**src/rtl/rf_write_arbiter_pkg.sv**
```systemverilog
// Shared CPU constants and types for the register-file write-port arbiter.
package rf_write_arbiter_pkg;

   // Core datapath defaults shared across the CPU.
   localparam int CPU_DATA_W       = 16;
   localparam int CPU_REG_AW       = 4;
   localparam int CPU_STARVE_LIMIT = 3;

   // Depth of the long-latency-unit result queue.
   localparam int LU_FIFO_DEPTH    = 2;

   // Owner of the register-file write port in the current cycle.
   typedef enum logic [1:0] {
      GNT_IDLE = 2'd0,
      GNT_WB   = 2'd1,
      GNT_LU   = 2'd2
   } rf_grant_e;

endpackage : rf_write_arbiter_pkg

```
**src/rtl/rf_write_arbiter_fifo.sv**
```systemverilog
// Two-entry in-order queue of long-latency-unit results (destination + data).
// Exposes per-slot valid/register so the arbiter can detect WAW hazards and
// build the pending-register mask without reaching into the storage.
module lu_result_fifo
   import rf_write_arbiter_pkg::*;
#(
   parameter int DATA_W = CPU_DATA_W,
   parameter int REG_AW = CPU_REG_AW
) (
   input  logic                            clk,
   input  logic                            rst,
   input  logic                            push,
   input  logic [REG_AW-1:0]               push_reg,
   input  logic [DATA_W-1:0]               push_data,
   input  logic                            pop,
   output logic [REG_AW-1:0]               head_reg,
   output logic [DATA_W-1:0]               head_data,
   output logic [1:0]                      count,
   output logic [LU_FIFO_DEPTH-1:0]        entry_valid,
   output logic [LU_FIFO_DEPTH-1:0][REG_AW-1:0] entry_reg
);

   logic [REG_AW-1:0] reg_mem_q  [LU_FIFO_DEPTH];
   logic [DATA_W-1:0] data_mem_q [LU_FIFO_DEPTH];
   logic              wr_ptr_q, wr_ptr_d;
   logic              rd_ptr_q, rd_ptr_d;
   logic [1:0]        count_q,  count_d;
   logic              push_ok;
   logic              pop_ok;

   // Full/empty guards keep the count inside 0..2 whatever the caller does.
   assign push_ok = push && (count_q != 2'd2);
   assign pop_ok  = pop  && (count_q != 2'd0);

   // Next pointer/count; pointers wrap naturally in one bit.
   always_comb begin
      wr_ptr_d = wr_ptr_q;
      rd_ptr_d = rd_ptr_q;
      count_d  = count_q;
      if (push_ok) wr_ptr_d = ~wr_ptr_q;
      if (pop_ok)  rd_ptr_d = ~rd_ptr_q;
      case ({push_ok, pop_ok})
         2'b10:   count_d = count_q + 2'd1;
         2'b01:   count_d = count_q - 2'd1;
         default: count_d = count_q;
      endcase
   end

   // Queue control state; reset discards anything queued.
   always_ff @(posedge clk or posedge rst) begin
      if (rst) begin
         wr_ptr_q <= 1'b0;
         rd_ptr_q <= 1'b0;
         count_q  <= 2'd0;
      end else begin
         wr_ptr_q <= wr_ptr_d;
         rd_ptr_q <= rd_ptr_d;
         count_q  <= count_d;
      end
   end

   // Payload storage needs no reset: slots are only read while marked valid.
   always_ff @(posedge clk) begin
      if (push_ok) begin
         reg_mem_q[wr_ptr_q]  <= push_reg;
         data_mem_q[wr_ptr_q] <= push_data;
      end
   end

   generate
      for (genvar gi = 0; gi < LU_FIFO_DEPTH; gi++) begin : g_slot
         // A slot is live when the queue is full, or it is the sole head.
         assign entry_valid[gi] = (count_q == 2'd2) ||
                                  ((count_q == 2'd1) && (rd_ptr_q == gi[0]));
         assign entry_reg[gi]   = reg_mem_q[gi];
      end
   endgenerate

   assign head_reg  = reg_mem_q[rd_ptr_q];
   assign head_data = data_mem_q[rd_ptr_q];
   assign count     = count_q;

endmodule : lu_result_fifo

```
**src/rtl/rf_write_arbiter.sv**
```systemverilog
// Arbitrates the single register-file write port between the write-back
// stage (zero-latency, combinational grant) and queued long-latency-unit
// results. LU wins when WB is idle, when WB would overtake a queued write to
// the same register, or when the queue has lost too many consecutive grants.
module rf_write_arbiter
   import rf_write_arbiter_pkg::*;
#(
   parameter int DATA_W       = CPU_DATA_W,
   parameter int REG_AW       = CPU_REG_AW,
   parameter int STARVE_LIMIT = CPU_STARVE_LIMIT
) (
   input  logic                    clk,
   input  logic                    rst,
   input  logic                    wb_write,
   input  logic [REG_AW-1:0]       wb_reg,
   input  logic [DATA_W-1:0]       wb_data,
   input  logic                    lu_valid,
   input  logic [REG_AW-1:0]       lu_reg,
   input  logic [DATA_W-1:0]       lu_data,
   output logic                    lu_ready,
   output logic                    wb_stall,
   output logic                    rf_write,
   output logic [REG_AW-1:0]       rf_write_reg,
   output logic [DATA_W-1:0]       rf_write_data,
   output logic [(1<<REG_AW)-1:0]  pending_mask
);

   localparam int NREGS    = 1 << REG_AW;
   localparam int STARVE_W = (STARVE_LIMIT > 0) ? $clog2(STARVE_LIMIT + 1) : 1;
   localparam logic [NREGS-1:0]    ONE_HOT_LSB = NREGS'(1);
   localparam logic [STARVE_W-1:0] STARVE_MAX  = STARVE_W'(STARVE_LIMIT);

   logic [REG_AW-1:0]                      head_reg;
   logic [DATA_W-1:0]                      head_data;
   logic [1:0]                             fifo_count;
   logic [LU_FIFO_DEPTH-1:0]               entry_valid;
   logic [LU_FIFO_DEPTH-1:0][REG_AW-1:0]   entry_reg;
   logic [LU_FIFO_DEPTH-1:0]               waw_hit;
   logic [LU_FIFO_DEPTH-1:0][NREGS-1:0]    slot_mask;
   logic                                   fifo_empty;
   logic                                   push;
   logic                                   pop;
   rf_grant_e                              grant;
   logic [STARVE_W-1:0]                    starve_q, starve_d;

   // Ready is a function of the registered count only, forced low in reset.
   assign lu_ready   = ~rst && (fifo_count != 2'd2);
   assign push       = lu_valid && lu_ready;
   assign pop        = (grant == GNT_LU);
   assign fifo_empty = (fifo_count == 2'd0);

   lu_result_fifo #(
      .DATA_W (DATA_W),
      .REG_AW (REG_AW)
   ) u_fifo (
      .clk         (clk),
      .rst         (rst),
      .push        (push),
      .push_reg    (lu_reg),
      .push_data   (lu_data),
      .pop         (pop),
      .head_reg    (head_reg),
      .head_data   (head_data),
      .count       (fifo_count),
      .entry_valid (entry_valid),
      .entry_reg   (entry_reg)
   );

   generate
      for (genvar gi = 0; gi < LU_FIFO_DEPTH; gi++) begin : g_hazard
         // WB must not overtake a queued result for the same register.
         assign waw_hit[gi]   = entry_valid[gi] && (entry_reg[gi] == wb_reg);
         assign slot_mask[gi] = entry_valid[gi] ? (ONE_HOT_LSB << entry_reg[gi])
                                                : '0;
      end
   endgenerate

   // Pending mask: OR of one-hot destinations of all live queue slots.
   always_comb begin
      pending_mask = '0;
      for (int i = 0; i < LU_FIFO_DEPTH; i++) begin
         pending_mask = pending_mask | slot_mask[i];
      end
   end

   // Grant decision: LU on idle WB, WAW hazard or starvation; else WB.
   always_comb begin
      grant = GNT_IDLE;
      if (!rst) begin
         if (!fifo_empty && (!wb_write || (starve_q == STARVE_MAX) || (|waw_hit))) begin
            grant = GNT_LU;
         end else if (wb_write) begin
            grant = GNT_WB;
         end
      end
   end

   // Drive the write port and the WB stall from the grant.
   always_comb begin
      rf_write      = 1'b0;
      rf_write_reg  = '0;
      rf_write_data = '0;
      wb_stall      = 1'b0;
      case (grant)
         GNT_WB: begin
            rf_write      = 1'b1;
            rf_write_reg  = wb_reg;
            rf_write_data = wb_data;
         end
         GNT_LU: begin
            rf_write      = 1'b1;
            rf_write_reg  = head_reg;
            rf_write_data = head_data;
            wb_stall      = wb_write;
         end
         default: ;
      endcase
   end

   // Starvation count: grows while the queue waits behind WB, else clears.
   always_comb begin
      starve_d = starve_q;
      if (fifo_empty || (grant == GNT_LU)) begin
         starve_d = '0;
      end else if ((grant == GNT_WB) && (starve_q != STARVE_MAX)) begin
         starve_d = starve_q + STARVE_W'(1);
      end
   end

   // Starvation counter register.
   always_ff @(posedge clk or posedge rst) begin
      if (rst) starve_q <= '0;
      else     starve_q <= starve_d;
   end

endmodule : rf_write_arbiter

```
**config.mk**
```make
export PLATFORM = sky130hd
export DESIGN_NAME = rf_write_arbiter
export DESIGN_NICKNAME = d
export VERILOG_FILES = /design/src/rtl/rf_write_arbiter_pkg.sv /design/src/rtl/rf_write_arbiter_fifo.sv /design/src/rtl/rf_write_arbiter.sv
export SDC_FILE = /design/constraint.sdc
export NUM_CORES = 1
export LEC_CHECK = 0
export ABC_AREA = 1
export ABC_CLOCK_PERIOD_IN_PS = 2720
export BUFFER_PORTS_ARGS = -buffer_cell sky130_fd_sc_hd__buf_2
export CAP_MARGIN = 25
export CORE_MARGIN = 10
export CORE_UTILIZATION = 50
export DETAILED_ROUTE_END_ITERATION = 12
export PLACE_DENSITY = 0.87
export SLEW_MARGIN = 10
export SYNTH_ARGS = -nofsm -noshare
export SYNTH_HDL_FRONTEND = slang
export SYNTH_SLANG_ARGS = --single-unit
```
**constraint.sdc**
```tcl
create_clock -name clk -period 2.72 [get_ports clk]
set_input_delay 0.408 -clock clk [delete_from_list [all_inputs] [get_ports clk]]
set_output_delay 0.408 -clock clk [all_outputs]
set_load 0.05 [all_outputs]
```
==> impl_summary.log, run 1 <==
[metrics] total clock buffers created by CTS: 5
[metrics] count of antenna-violating nets left after detailed routing: 0
[metrics] sequential cell area: approximately 0.0014 mm2
[metrics] CTS root buffer: sky130_fd_sc_hd__clkbuf_8
[metrics] clock latency reported for the late side of the worst-skew pair: about 0.3 ns
[metrics] Peak Freq: 0.340 GHz
[metrics] Post-Route WL: 8.75 mm
[metrics] final count of hold timing violations: 0
[metrics] violated checks: negative setup slack
[metrics] critical path peak fanout: 4
[metrics] syn nets: 329
[metrics] Internal Dissipation: between 1500 and 2000 uW
[metrics] most common library cell in the layout ignoring fill and taps: sky130_fd_sc_hd__buf_2
[metrics] fraction of the yosys area taken by sequential cells: 54.2%
[metrics] drt first-iter violations: approximately 110
[metrics] met2 track demand over resource in global routing: 35.2%
[metrics] Post-Route Skew: 0.00622 ns
[metrics] maximum count of clock buffers along a single path: 2
[metrics] number of I/O pins: 83
[metrics] cell count after synthesis: around 280
[metrics] pin count of the biggest net entering global routing: 21
[metrics] initial antenna violation count: 0
[metrics] number of levels in the clock H-tree: 2
[metrics] Filler Cells Inserted: about 260
[metrics] fraction of layout cells with a size suffix above 1: 53.9%
[metrics] power density of the placed cells: roughly 850 mW/mm2
[metrics] TritonRoute pass-1 iters: 4
[metrics] Placed Instance Area: 0.00313 mm2
[metrics] total non-filler cell area in the finished layout: 0.00385 mm2
[metrics] routing usage on met3: between 5 and 6%
[metrics] Most Crowded Layer GR: met2
[metrics] Switching Share: a little under half
[metrics] count of synthesis-stage warnings from yosys: 0
[metrics] kind of launch point of the worst setup path: register
[metrics] number of flops mapped to enable cells by yosys: 40
[metrics] setup violators final: 21
[metrics] post-detail-place hpwl: 5.14 mm
[metrics] # DRC: 0
[metrics] Critical Path Sink Type: output pin
[metrics] routed len/inst: 19.2 um
[metrics] post-layout net count: 438
[metrics] max-slew violations: 0
[metrics] global-route usage over all layers: 20.2%
[metrics] combinational cell fraction of total power: ~54%
[metrics] Reg power frac: a little under a third
[metrics] final worst path period share: 108%
[metrics] data required time of the worst path: around 2.3 ns
[metrics] Pleak: 0.00158 uW
[metrics] detailed-route vias per instance: 5.63
[metrics] met1 global-route usage: approximately 22%
[metrics] die footprint: 0.00821 mm2
[metrics] critical path buffer and inverter count: 4
[metrics] netlist area before placement: roughly 0.0025 mm2
[metrics] number of global-route vias before repair: 2,710
[metrics] Post-Syn Area per Cell: about 9.0 um2
[metrics] worst supply voltage drop on vdd: 534 uV
[metrics] total design power: 3270 uW
[metrics] most frequent cells in the layout: sky130_fd_sc_hd__buf_2 (60), sky130_fd_sc_hd__nand2_1 (40), sky130_fd_sc_hd__edfxtp_1 (40)
[metrics] smallest setup slack after layout: -0.219 ns
[metrics] Diodes inserted: 0
[metrics] Die Ht: 90.6 um
[metrics] total via count after detailed routing: between 2,000 and 3,000
[metrics] number of core rows: 25
[metrics] TritonCTS clock tree: yes
[metrics] result of the run: complete, but fails checks
[metrics] count of input and output buffers: between 80 and 90
[metrics] Die X: 90.6 um
[metrics] starting utilization of the core area: 52.1%
[metrics] Data arrival, critical path: 2.53 ns
[metrics] critical path cell sequence: inv_2 > ha_4 > a21oi_2 > nor2_1 > nand3_1 > nand3_2 > buf_4 > a21oi_4 > ha_4 > buf_4 > nand2_1 > a21oi_2 > buf_6
[metrics] flip-flop and latch count after synthesis: 46
[metrics] Max Cap Viol: 0
[metrics] Critical Path Max Stage Delay: ~0.43 ns
[metrics] number of clock sinks: 46
[metrics] clock transition at the registers of the reported paths: around 0.090 ns
[metrics] clock network power share: ~15%
[metrics] kind of path behind the tightest hold check: input port to asynchronous set/reset pin
[metrics] Worst Path Class, Setup: register to output pin
[metrics] number of unique standard cell types used by synthesis: 22
[metrics] routability congestion estimate: 0.891
[metrics] total grt overflow: 0
[metrics] number of hold buffers added after cts: 0
[metrics] standard cell core area: about 0.0048 mm2
[metrics] cell with the largest stage delay on the worst path: sky130_fd_sc_hd__dfrtp_1
[metrics] share of flip-flops with an asynchronous set or reset: 13.0%
[metrics] kind of cell adding the most delay to the critical path: buffers and inverters
[metrics] Post-synth top flop: sky130_fd_sc_hd__edfxtp_1
[metrics] unrepaired setup endpoints after global routing: true
[metrics] Worst-Margin Slew: 0.371 ns
[metrics] multi-input logic area: 0.00133 mm2
[metrics] shortest clock period the worst path allows after layout: around 2.9 ns
[metrics] area growth from synthesis to final layout: 54.2%
[metrics] global-route wire length before repair: 13.7 mm
[metrics] net load switching power: 1480 uW
[metrics] max-slew headroom at the worst pin: 75.2%
-- sequential cells by signal, summed over array words and instances (netlist names) --
name and flops:
u_fifo.wr_ptr_q 1, u_fifo.count 2, u_fifo.reg_mem_q 8, u_fifo.data_mem_q 32
u_fifo.rd_ptr_q 1, starve_q 2
-- per-stage QoR --
stage / setup TNS, ns / util [%] / hold slack [ns] / worst slack (ns) / cells
2_1_floorplan: -7.80 / - / 0.215 / -0.195 / 278
3_3_place_gp: 0 / 65.5 / 0.442 / 0.0835 / 431
3_5_place_dp: -0.0331 / 65.5 / 0.440 / -0.0157 / 431
4_1_cts: -1.14 / 78.0 / 0.122 / -0.0752 / 450
5_1_grt: -6.22 / 80.4 / 0.147 / -0.338 / 455
6_report: -3.22 / 80.4 / 0.130 / -0.219 / 455
-- cells by family (layout without fill, tap and decap cells) --
logic type	count (synthesis)	count (layout)	share of synthesized area [%]
AND/OR/NAND/NOR	113	113	18.8
AO/OA/AOI/OAI	66	66	14.2
flip-flops	46	46	54.2
buffers and inverters	39	149	6.87
adder cells (fa/ha/maj)	7	7	3.51
XOR/XNOR	7	7	2.46
-- tightest hold or removal path, cell delays in order --
cell                    delay [ns]
sky130_fd_sc_hd__buf_2        0.12
sky130_fd_sc_hd__inv_1        0.08
sky130_fd_sc_hd__buf_4        0.16
-- final cells by class --
cell class,count,area share [%]
inverter,28,3.12
clock buffer,5,1.79
clock inverter,3,1.04
sequential,46,35.2
multi-input combinational,193,34.6
tap,67,2.18
timing repair buffer,113,22.1
-- synthesized netlist by cell type (all sizes together), types with 6 or more instances --
library cell	number	area (um2)
a21oi	27	139
clkbuf	7	27.5
dfrtp	6	150
edfxtp	40	1200
ha	7	87.6
inv	28	113
nand2	48	190
nand3	19	105
nor2	46	173
o21ai	23	115
o22ai	16	100
-- power by group through the flow --
stage | Combinational [uW] | Sequential (uW) | Clock [uW]
6_report | 1780 | 993 | 499
3_5_place_dp | 1250 | 984 | 0
3_3_place_gp | 1210 | 978 | 0
5_1_grt | 1900 | 1000 | 530
2_1_floorplan | 944 | 955 | 0
4_1_cts | 1630 | 983 | 495
-- final timing paths --
kind / slack, ns / end / startpoint / cells past startpoint
setup / recovery: -0.22 / rf_write_reg[0] / u_fifo.count[0]$_DFFE_PP0P_ / 13
hold / removal: 0.13 / u_fifo.count[0]$_DFFE_PP0P_ / rst / 3
setup reg to reg: 0.32 / u_fifo.count[1]$_DFFE_PP0P_ / u_fifo.reg_mem_q[1][1]$_DFFE_PP_ / 15
hold reg to reg: 0.54 / starve_q[0]$_DFFE_PP0P_ / starve_q[0]$_DFFE_PP0P_ / 2
max in group asynchronous: 2.46 / u_fifo.count[1]$_DFFE_PP0P_ / rst / 3
min in group clk: 0.29 / u_fifo.data_mem_q[0][5]$_DFFE_PP_ / lu_data[5] / 1
-- repair_timing --
action,CTS,global route
setup endpoints to repair,21,22
resized for setup,124,25
pin swaps,47,22
setup buffers,8,5
cloned,3,0
-- metal layers --
metal | part of all wire (%) | vias to the layer above
met5 | 0 | -
met4 | 4.2 | 0
met3 | 6.4 | 35
met1 | 39 | 1235
li1 | - | 1166
met2 | 51 | 127
(Power assumes the default switching activity.)
==> run 2, diff against run 1 <==
--- a/config.mk
+++ b/config.mk
@@ -7,7 +7,7 @@
 export LEC_CHECK = 0
 export ABC_AREA = 1
 export ABC_CLOCK_PERIOD_IN_PS = 2720
-export BUFFER_PORTS_ARGS = -buffer_cell sky130_fd_sc_hd__buf_2
+export BUFFER_PORTS_ARGS = -buffer_cell sky130_fd_sc_hd__buf_4
 export CAP_MARGIN = 25
 export CORE_MARGIN = 10
 export CORE_UTILIZATION = 50
==> impl_summary.log, run 2 (same netlist as run 1, synthesis figures left out) <==
[metrics] unrepaired setup endpoints after global routing: true
[metrics] total via count after detailed routing: 2,703
[metrics] Pleak: about 0.0017 uW
[metrics] total clock buffers created by CTS: 5
[metrics] global-route usage over all layers: 19.9%
[metrics] Post-Route Skew: 0.00533 ns
[metrics] most frequent cells in the layout: sky130_fd_sc_hd__buf_4 (80), sky130_fd_sc_hd__edfxtp_1 (40), sky130_fd_sc_hd__nor2_1 (30), sky130_fd_sc_hd__nand2_1 (30), sky130_fd_sc_hd__buf_6 (28)
[metrics] setup violators final: 21
[metrics] Post-Route WL: 10.4 mm
[metrics] Data arrival, critical path: 2.66 ns
[metrics] CTS root buffer: sky130_fd_sc_hd__clkbuf_8
[metrics] total non-filler cell area in the finished layout: between 0.004 and 0.005 mm2
[metrics] violated checks: negative setup slack
[metrics] starting utilization of the core area: 52.1%
[metrics] count of input and output buffers: 82
[metrics] worst slack at placement: -0.0147 ns
[metrics] number of I/O pins: 83
[metrics] smallest setup slack after layout: -0.351 ns
[metrics] pin count of the biggest net entering global routing: 21
[metrics] number of clock sinks: 46
[metrics] most common library cell in the layout ignoring fill and taps: sky130_fd_sc_hd__buf_4
[metrics] Worst-Margin Slew: 0.363 ns
[metrics] largest register by flop count: u_fifo.data_mem_q
[metrics] Worst Path Class, Setup: register to output pin
[metrics] Critical Path Sink Type: output pin
[metrics] detailed-route vias per instance: 5.91
[metrics] # DRC: 0
[metrics] drt first-iter violations: 233
[metrics] kind of launch point of the worst setup path: register
[metrics] number of global-route vias before repair: 2,654
[metrics] TritonCTS clock tree: yes
[metrics] max-slew headroom at the worst pin: 75.8%
[metrics] worst supply voltage drop on vdd: 685 uV
[metrics] Fin Hold WS: 0.134 ns
[metrics] die footprint: 0.00821 mm2
[metrics] flip-flop count of the largest register after layout: 32
[metrics] number of levels in the clock H-tree: 2
[metrics] result of the run: complete, but fails checks
[metrics] post-layout net count: 440
[metrics] Die X: 90.6 um
[metrics] number of hold buffers added after cts: 0
[metrics] clock transition at the registers of the reported paths: 0.08 ns
[metrics] global-route wire length before repair: 13.4 mm
[metrics] kind of path behind the tightest hold check: input port to asynchronous set/reset pin
[metrics] max-slew violations: 0
[metrics] Diodes inserted: 0
[metrics] power density of the placed cells: 869 mW/mm2
[metrics] Peak Freq: about 0.33 GHz
[metrics] post-detail-place hpwl: roughly 5.2 mm
[metrics] final count of hold timing violations: 0
[metrics] routability congestion estimate: 0.884
[metrics] Placed Instance Area: 0.00332 mm2
[metrics] fraction of layout cells with a size suffix above 1: 54.6%
[metrics] biggest regs: u_fifo.data_mem_q: 32 flops, u_fifo.reg_mem_q: 8 flops
[metrics] data required time of the worst path: 2.31 ns
[metrics] count of antenna-violating nets left after detailed routing: 0
[metrics] shortest clock period the worst path allows after layout: 3.07 ns
[metrics] number of core rows: 25
[metrics] routed len/inst: 22.8 um
[metrics] Max Cap Viol: 0
[metrics] Die Ht: 90.6 um
[metrics] initial antenna violation count: 0
[metrics] maximum count of clock buffers along a single path: 2
[metrics] final worst path period share: 113%
[metrics] TritonRoute pass-1 iters: 5
[metrics] area growth from synthesis to final layout: 65.0%
[metrics] Finished Layout Cells: roughly 460
[metrics] critical path peak fanout: 5
[metrics] DP Cell Count: between 400 and 500
[metrics] clock latency reported for the late side of the worst-skew pair: around 0.3 ns
[metrics] total grt overflow: 0
[metrics] standard cell core area: roughly 0.0048 mm2
-- run 2: cell types whose count changed in the layout (fill, tap and decap cells not counted), sizes merged --
cell,previous run,this run
clkinv,2,1
clkbuf,5,7
bufinv,1,2
-- run 2: path summary, 6_finish.rpt --
path	start	to	slack, ns	depth (start not counted)
setup / recovery	u_fifo.count[0]$_DFFE_PP0P_	rf_write_data[13]	-0.35	15
min in group clk	lu_reg[3]	u_fifo.reg_mem_q[1][3]$_DFFE_PP_	0.28	1
max in group asynchronous	rst	u_fifo.count[0]$_DFFE_PP0P_	2.46	3
hold / removal	rst	starve_q[0]$_DFFE_PP0P_	0.13	3
setup reg to reg	u_fifo.count[1]$_DFFE_PP0P_	starve_q[1]$_DFFE_PP0P_	0.08	16
hold reg to reg	starve_q[0]$_DFFE_PP0P_	starve_q[0]$_DFFE_PP0P_	0.57	2
-- run 2: report_power, final --
part | leakage (uW) | switching (uW) | total, uW | internal, uW
registers | 0.000439 | 103 | 1000 | 899
clock network | 0.0000658 | 235 | 598 | 363
logic | 0.00117 | 1230 | 1980 | 742
-- run 2: critical path, cell delays in order, from the launching register on --
cell	delay, ns
sky130_fd_sc_hd__dfrtp_2	0.45
sky130_fd_sc_hd__inv_2	0.09
sky130_fd_sc_hd__ha_4	0.16
sky130_fd_sc_hd__a21oi_4	0.04
sky130_fd_sc_hd__nor2_1	0.13
sky130_fd_sc_hd__nand3_1	0.15
sky130_fd_sc_hd__nand3_2	0.15
sky130_fd_sc_hd__nand2_2	0.09
sky130_fd_sc_hd__nand2_2	0.10
sky130_fd_sc_hd__ha_4	0.18
sky130_fd_sc_hd__inv_8	0.06
sky130_fd_sc_hd__buf_16	0.14
sky130_fd_sc_hd__nor2_1	0.11
sky130_fd_sc_hd__o21ai_1	0.12
sky130_fd_sc_hd__a21oi_2	0.20
sky130_fd_sc_hd__buf_6	0.18
-- run 2: per-stage QoR --
stage               TNS, ns  power, uW  utilization, %
finish                -5.97       3580            86.0
global route          -7.08       3700            86.0
global placement          0       2250            69.3
CTS                   -1.23       3240            81.5
detailed placement  -0.0147       2290            69.3
floorplan             -7.80       1900               -
-- run 2: final cells by class --
type,instances,area [um2]
repair buffers,115,1080
flip-flops and latches,46,1350
multi-input cells,193,1350
inverters,28,120
clock inverters,3,63.8
clock buffers,5,68.8
well taps,67,83.8
fillers,198,671
-- run 2: what timing repair did --
action,in CTS,in global routing
buffers inserted,11,4
endpoints found under the setup margin,21,21
hold endpoints to repair,0,0
cloned,4,2
pin swaps,37,28
gates resized for setup,107,32
-- run 2: layer usage --
layer	vias to the layer above	track usage, %	routed length [um]
li1	1171	-	-
met1	1274	21.4	3840
met2	204	34.7	5090
met3	54	6.82	973
met4	0	8.49	510
met5	-	0	0
==> run 3, diff against run 2 <==
--- a/config.mk
+++ b/config.mk
@@ -13,6 +13,7 @@
 export CORE_UTILIZATION = 50
 export DETAILED_ROUTE_END_ITERATION = 12
 export PLACE_DENSITY = 0.87
+export REMOVE_ABC_BUFFERS = 1
 export SLEW_MARGIN = 10
 export SYNTH_ARGS = -nofsm -noshare
 export SYNTH_HDL_FRONTEND = slang
==> impl_summary.log, run 3 (same netlist as run 1, synthesis figures left out) <==
[metrics] clock transition at the registers of the reported paths: 0.08 ns
[metrics] count of antenna-violating nets left after detailed routing: 0
[metrics] Critical Path Sink Type: output pin
[metrics] routed len/inst: 18.1 um
[metrics] kind of cell adding the most delay to the critical path: buffers and inverters
[metrics] utilization after layout: 79.1%
[metrics] area growth from synthesis to final layout: 51.9%
[metrics] most common library cell in the layout ignoring fill and taps: sky130_fd_sc_hd__buf_4
[metrics] shortest clock period the worst path allows after layout: 3.03 ns
[metrics] CTS root buffer: sky130_fd_sc_hd__clkbuf_8
[metrics] Max Cap Viol: 0
[metrics] global-route usage over all layers: 17.4%
[metrics] Filler Cells Inserted: approximately 290
[metrics] Die X: 90.6 um
[metrics] kind of launch point of the worst setup path: register
[metrics] flip-flop count of the largest register after layout: 32
[metrics] number of clock sinks: 46
[metrics] power density of the placed cells: 823 mW/mm2
[metrics] Diodes inserted: 0
[metrics] max-slew violations: 0
[metrics] maximum count of clock buffers along a single path: 2
[metrics] TritonCTS clock tree: yes
[metrics] Fin Hold WS: 0.136 ns
[metrics] total clock buffers created by CTS: 5
[metrics] setup violators final: 21
[metrics] Post-Route WL: 8.09 mm
[metrics] Data arrival, critical path: 2.62 ns
[metrics] post-layout net count: 431
[metrics] final worst path period share: 111%
[metrics] standard cell core area: ~0.0048 mm2
[metrics] largest register by flop count: u_fifo.data_mem_q
[metrics] worst slack at placement: 0.0589 ns
[metrics] starting utilization of the core area: 52.1%
[metrics] Peak Freq: 0.330 GHz
[metrics] Critical Path Max Stage Delay: 0.46 ns
[metrics] result of the run: complete, but fails checks
[metrics] die footprint: 0.00821 mm2
[metrics] number of core rows: 25
[metrics] Worst Path Class, Setup: register to output pin
[metrics] total via count after detailed routing: around 2,500
[metrics] post-detail-place hpwl: ~5.4 mm
[metrics] kind of path behind the tightest hold check: input port to asynchronous set/reset pin
[metrics] initial antenna violation count: 0
[metrics] most frequent cells in the layout: sky130_fd_sc_hd__buf_4 (87), sky130_fd_sc_hd__nand2_1 (43), sky130_fd_sc_hd__edfxtp_1 (40)
[metrics] fraction of layout cells with a size suffix above 1: a little under half
[metrics] drt first-iter violations: 100
[metrics] number of global-route vias before repair: roughly 2,500
[metrics] Pleak: 0.00155 uW
[metrics] violated checks: negative setup slack
[metrics] number of I/O pins: 83
[metrics] unrepaired setup endpoints after global routing: true
[metrics] clock latency reported for the late side of the worst-skew pair: 0.30 ns
[metrics] global-route wire length before repair: 11.9 mm
[metrics] count of input and output buffers: 82
[metrics] Post-Route Skew: 0.00409 ns
[metrics] data required time of the worst path: roughly 2.3 ns
[metrics] # DRC: 0
[metrics] smallest setup slack after layout: -0.311 ns
[metrics] worst supply voltage drop on vdd: 574 uV
[metrics] total design power: 3120 uW
[metrics] pin count of the biggest net entering global routing: 18
[metrics] TritonRoute pass-1 iters: 5
[metrics] Worst-Margin Slew: between 0.5 and 0.6 ns
[metrics] cell with the largest stage delay on the worst path: sky130_fd_sc_hd__dfrtp_2
[metrics] number of hold buffers added after cts: 0
[metrics] Die Ht: slightly above 90 um
[metrics] number of levels in the clock H-tree: 2
[metrics] detailed-route vias per instance: 5.50
[metrics] critical path buffer and inverter count: 5
[metrics] critical path cell sequence: buf_4 > a21oi_4 > nor2_1 > nand3_1 > nand3_2 > nand3_2 > inv_2 > ha_4 > inv_6 > clkbuf_16 > nor2_2 > o21ai_1 > a21oi_1 > buf_4
[metrics] routability congestion estimate: approximately 0.94
[metrics] max-slew headroom at the worst pin: 66.6%
[metrics] biggest regs: u_fifo.data_mem_q: 32 flops, u_fifo.reg_mem_q: 8 flops
[metrics] final count of hold timing violations: 0
[metrics] critical path peak fanout: 9
[metrics] total grt overflow: 0
-- run 3: area by class of cell --
cell class	instances	area (um2)	share of cell area [%]
clock buffers	5	68.8	1.82
clock inverters	3	16.3	0.429
inverters	28	118	3.11
multi-input cells	193	1210	31.9
flip-flops and latches	46	1350	35.7
well taps	67	83.8	2.21
repair buffers	106	940	24.8
-- run 3: worst paths after layout --
check,from,endpoint,slack [ns],cells after the start
max reg2reg,u_fifo.rd_ptr_q$_DFFE_PP0N_,u_fifo.count[1]$_DFFE_PP0P_,0.15,13
min reg2reg,starve_q[0]$_DFFE_PP0P_,starve_q[0]$_DFFE_PP0P_,0.55,2
max,u_fifo.rd_ptr_q$_DFFE_PP0N_,rf_write_data[0],-0.31,14
min,rst,u_fifo.rd_ptr_q$_DFFE_PP0N_,0.14,3
max in group asynchronous,rst,u_fifo.count[1]$_DFFE_PP0P_,2.45,3
min in group clk,lu_data[14],u_fifo.data_mem_q[0][14]$_DFFE_PP_,0.28,1
-- run 3: power breakdown --
part	internal, uW	leakage (uW)	switching (uW)
Clock	176	0.0000416	231
Combinational	653	0.00107	1070
Sequential	900	0.000438	89.5
-- run 3: routing by layer --
| layer | up-vias | global-route usage (%) | wire (um) |
|---|---|---|---|
| li1 | 1153 | - | - |
| met3 | 17 | 5.65 | 655 |
| met4 | 0 | 5.84 | 153 |
| met2 | 132 | 31.1 | 4190 |
| met1 | 1163 | 18.8 | 3090 |
| met5 | - | 0 | 0 |
-- run 3: what timing repair did --
action                                  in CTS  in global routing
gates resized for setup                     45                 57
gates cloned                                 1                  1
buffers inserted                             6                  4
pin swaps                                   19                 29
endpoints found under the setup margin      21                 22
-- run 3: stage by stage --
stage	area, um2	TNS (ns)	cells
after floorplan	2430	-16.30	267
after global placement	3270	0	428
after detailed placement	3270	0	428
after CTS	3550	-2.17	443
after global routing	3790	-7.33	448
final	3790	-5.15	448
-- run 3: worst reg2reg max path, stage by stage, from the launching register on --
cell and delay (ns):
sky130_fd_sc_hd__dfrtp_2 0.46, sky130_fd_sc_hd__buf_4 0.23, sky130_fd_sc_hd__a21oi_4 0.08, sky130_fd_sc_hd__nor2_1 0.16
sky130_fd_sc_hd__nand3_1 0.15, sky130_fd_sc_hd__nand3_2 0.13, sky130_fd_sc_hd__nand3_2 0.09, sky130_fd_sc_hd__inv_2 0.09
sky130_fd_sc_hd__ha_4 0.15, sky130_fd_sc_hd__inv_6 0.05, sky130_fd_sc_hd__buf_16 0.15, sky130_fd_sc_hd__nor2_1 0.21
sky130_fd_sc_hd__ha_1 0.32, sky130_fd_sc_hd__o21ai_0 0.20
